--- config.mk ---
export PLATFORM = sky130hd
export DESIGN_NAME = pkt_pattern_gen
export DESIGN_NICKNAME = d
export VERILOG_FILES = /design/src/rtl/pkt_pattern_gen.sv
export SDC_FILE = /design/constraint.sdc
export NUM_CORES = 1
export LEC_CHECK = 0
export ABC_AREA = 1
export BUFFER_PORTS_ARGS = -buffer_cell sky130_fd_sc_hd__buf_2
export CORE_AREA = 2 2 39 41
export DETAILED_ROUTE_END_ITERATION = 7
export DIE_AREA = 0 0 41 43
export PLACE_DENSITY_LB_ADDON = 0.12
export SKIP_CTS_REPAIR_TIMING = 1
export SYNTH_ARGS = -nofsm -noshare
export SYNTH_HDL_FRONTEND = slang
export SYNTH_SLANG_ARGS = --single-unit
--- constraint.sdc ---
create_clock -name clk -period 1.27 [get_ports clk]
set_clock_uncertainty 0.1 [all_clocks]
set_input_delay 0.0635 -clock clk [delete_from_list [all_inputs] [get_ports clk]]
set_output_delay 0.0635 -clock clk [all_outputs]
set_load 0.01 [all_outputs]
--- src/rtl/pkt_pattern_gen.sv ---
// Counter-pattern reference: word k of a payload is {c+1, c} with c = 2k (9-bit wrap).
module pkt_pattern_gen (
  input  logic        clk,
  input  logic        rst_n,
  input  logic        clr,
  input  logic        adv,
  output logic [17:0] exp_word
);

  logic [8:0] c_q, c_d;

  always_comb begin
    c_d = c_q;
    if (clr) begin
      c_d = 9'd0;
    end else if (adv) begin
      c_d = c_q + 9'd2;
    end
  end

  always_ff @(posedge clk or negedge rst_n) begin
    if (!rst_n) begin
      c_q <= 9'd0;
    end else begin
      c_q <= c_d;
    end
  end

  assign exp_word = {c_q + 9'd1, c_q};

endmodule

Word-level counts from Yosys, hierarchy flattened
Cells that the tools add are included.
W data, S select, Z words.
{"block": "totals", "elab_cells": 6, "romBits": 0, "output_inout_bits": 18, "n_memories": 0, "ramBits": 0, "latchBits": 0, "regBits": 9}
{"block": "op_classes", "n_bitwise": 0, "n_div": 0, "shifts": 0, "n_reduce_logical": 1, "mul": 0, "add_sub_neg": 2, "magnitude_cmp": 0, "n_mux": 2, "eq_ne": 0}
{"operator": "$mux W9", "count": 2}
{"operator": "$add A9 B1 Y9 const B", "count": 1}
{"operator": "$add A9 B2 Y9 const B", "count": 1}
{"operator": "$reduce_bool A2 Y1", "count": 1}

Logic depth before layout (Yosys ltp)
{"block": "depth", "depth_word": 3, "ltp_mapped": 6, "ltp_nobuf": 6}

Least setup slack after synthesis
No wires, ideal clock.
{"block": "synth_timing", "path_kind": "reg2reg", "from": "register c_q[2]", "to": "register c_q[7]", "setup_time_ns": 0.121, "path_stages_with_launch": 7, "setup_slack_ns": 0.101, "t_arrival_ns": 0.947, "path_cell_list": "dfrtp_1 ha_1 inv_1 nor2_2 nand3_1 nand2_1 a21oi_1"}
{"block": "synth_between", "elab_chain_cells": 3}
{"element": "from (decl)", "line": "10", "source": "logic [8:0] c_q, c_d;"}
{"element": "from (signal assigned)", "line": "23", "source": "c_q <= 9'd0;"}
{"element": "from (signal assigned)", "line": "25", "source": "c_q <= c_d;"}
{"element": "$add A9 B2 Y9", "line": "17", "source": "c_d = c_q + 9'd2;"}
{"element": "$mux W9", "line": "16", "source": "end else if (adv) begin"}
{"element": "$mux W9", "line": "14", "source": "if (clr) begin"}
No other way between the ends. The select of a mux whose other input is x is not followed.
A chain may end at the register's enable or synchronous reset.

Worst setup path after layout
{"block": "layout_timing", "from": "register c_q[1]", "to": "register c_q[3]"}
Same word-level chain as after synthesis.

==> summary.md <==
| Metric | Value |
|---|---|
| DIE AREA | `0.00176 sq mm` |
| R2R setup slack | `0.1 ns` |
| CTS tree | `yes` |
| Overflow after GRT | `0` |
| P per Cell Area | `1190 mW/mm^2` |
| Reg with most FFs | `c_q` |
| Ranking of synthesized cells by area | `dfrtp_1, inv_1, nand2_1` |
| Crit path buffers/inverters | `1` |
| Layout area overhead | `21.5%` |
| Clock transition at path regs | `0.06 ns` |
| Area of the core | `0.00138 sq mm` |
| Die H | `43 microns` |
| Initial antenna violation count | `0` |
| Cell taking the most area after synthesis | `dfrtp_1` |
| CP Class | `register to register` |
| # DRC | `0` |
| Syn Nets | `75` |
| Seq cells post-synth | `8` |
| Crit-path cells | `ha_1 > inv_1 > nor2_4 > o21ai_0 > a21oi_1` |
| Crit start category | `register` |
| Cell Area, Synth | `517 sq um` |
| WP depth | `5` |
| CTS Root Cell | `clkbuf_4` |
| Share of cells above drive strength 1 | `0.365` |
| Flip-flop count of the largest register after layout | `8` |
| Final hold slack | `-0.00281 ns` |
| Placer Congestion | `0.782` |
| Hold Vio Cnt, Final | `1` |
| Fmax | `853 MHz` |
| Total CTS buffers | `3` |
| Total routed wirelength | `1010 microns` |
| Critical Path Fanout Max | `5` |
| Total number of vias | `463` |
| Fin crit period | `1.17 ns` |
| HPWL after detailed placement | `766 microns` |
| DRT Pass-1 Iters | `4` |
| Violations in the final reports | `negative hold slack` |
| Status | `complete, but fails checks` |
| CP top delay family | `flip-flops` |
| Synthesized area per cell | `7.38 sq um` |
| # diodes | `0` |
| Number of synthesized flops with an enable pin | `0` |
| Fin util | `0.454` |
| Synth cell types | `18` |
| Max_cap viols | `0` |
| # rows | `14` |
| Top-area cell type share of the netlist area | `0.387` |
| Most common cell after layout, fill and taps aside | `buf_2` |
| Die W | `41 microns` |
| R2r startpoint | `c_q[1]$_DFFE_PN0P_` |
| Largest net degree at the start of global routing | `10` |
| Cells after Synth | `70` |
| Period utilization | `0.923` |
| Final instance area | `628 sq um` |
| Crit. End Element | `register` |
| Max Slew Vio Count | `0` |
| Setup repair after global routing missed its margin | `no` |
| Post-route setup TNS | `0 ns` |
| Final setup fails | `0` |
| Port buffer count | `19` |
| Fraction of registers with async set/reset | `1.00` |
| Synth Warn # | `0` |
| Slowest CP cell | `dfrtp_1` |
| P_leak | `0.357 nW` |
| Number of global-route vias before repair | `376` |
| Vias/cell | `4.58` |
| Overall Global Routing Usage | `0.131` |
| Wirelength per Cell | `9.95 microns` |
| Largest registers | `c_q x8` |
| Critical Path AT | `1.21 ns` |
| CP endpoint | `c_q[3]$_DFFE_PN0P_` |
| Worst vdd ir | `0.624 mV` |
| Worst R2R End | `c_q[3]$_DFFE_PN0P_` |
| Worst setup margin | `0.0975 ns` |
| Ports | `22` |
| Starting density of the core | `0.373` |
| Critical Path Source | `c_q[1]$_DFFE_PN0P_` |
| Total clock sinks | `8` |
| Place WS | `0.0913 ns` |
| Worst hold path type | `input port to register` |
| Post-synth top flop | `dfrtp_1` |
| Nets | `92` |
| FF-to-FF path depth | `5` |
| Final ANT Viol Nets | `0` |
| Largest stage delay, worst path | `0.41 ns` |
| Placed inst area | `591 sq um` |
| Iteration-0 DRC Markers | `10` |
| First-pass GRT wire length | `1520 microns` |
| Req. time, crit path | `1.31 ns` |
| Max Buffers Root-to-Sink | `2` |
| Clock latency on the worst-skew pair | `0.26 ns` |
| H-tree depth | `1` |
| Sequential area share after synthesis | `0.387` |
| Most frequent cells in the layout | `buf_2, nand2_1, inv_1` |
-- cell usage after synthesis, types with 2 or more instances --
library cell / number
inv_1: 11
nand2_1: 11
dfrtp_1: 8
nor2_1: 6
buf_4: 5
clkbuf_1: 5
nand3_1: 5
a21oi_1: 4
nor2_4: 3
conb_1: 2
nand4_1: 2
o21ai_0: 2
-- worst min path at each step --
stage	startpoint	to	slack, ns	cells past startpoint
global placement	rst_n	c_q[2]$_DFFE_PN0P_	-0.18	1
finish	adv	c_q[2]$_DFFE_PN0P_	-0.003	3
detailed placement	rst_n	c_q[2]$_DFFE_PN0P_	-0.18	1
CTS	rst_n	c_q[7]$_DFFE_PN0P_	-0.45	1
floorplan	rst_n	c_q[1]$_DFFE_PN0P_	-0.33	0
global route	adv	c_q[2]$_DFFE_PN0P_	0.01	3
-- worst register-to-register path, delay by kind of cell (launching register included) --
kind | cells | cell delay [ns]
compound gates | 2 | 0.18
fa+ha+maj | 1 | 0.22
buf+inv | 1 | 0.09
flops | 1 | 0.41
simple gates | 1 | 0.05
-- metrics by stage --
| stage | power [mW] | cells |
|---|---|---|
| after detailed placement | 0.545 | 97 |
| after global placement | 0.545 | 97 |
| after floorplan | 0.482 | 70 |
| after global routing | 0.803 | 101 |
| after CTS | 0.750 | 100 |
| final | 0.745 | 101 |
-- report_power, final --
group / internal [mW] / leakage, nW / switching, mW
sequential: 0.282 / 0.109 / 0.0269
combinational: 0.0983 / 0.234 / 0.136
clock: 0.109 / 0.0138 / 0.0935
-- layer usage --
metal / global-route usage / vias to the layer above / share of wire / wire (microns)
met3: 0.0314 / 4 / 0.062 / 62
met5: 0 / - / 0 / 0
met4: 0.0800 / 0 / 0.015 / 15
li1: - / 238 / - / -
met1: 0.155 / 205 / 0.48 / 483
met2: 0.200 / 16 / 0.44 / 442
-- logic make-up after synthesis --
group           count (synthesis)  synth area share
simple gates                   30             0.305
other cells                     2            0.0145
buf+inv                        22             0.196
compound gates                  7            0.0726
fa+ha+maj                       1            0.0242
flops                           8             0.387
-- area by class of cell --
type | instances | area, sq um
clock buffer | 3 | 22.5
timing repair buffer | 22 | 120
sequential | 8 | 200
inverter | 12 | 45.0
tap | 16 | 20.0
multi-input combinational | 40 | 220
fill | 146 | 756
Note: power is estimated with default switching activity, not from simulation.
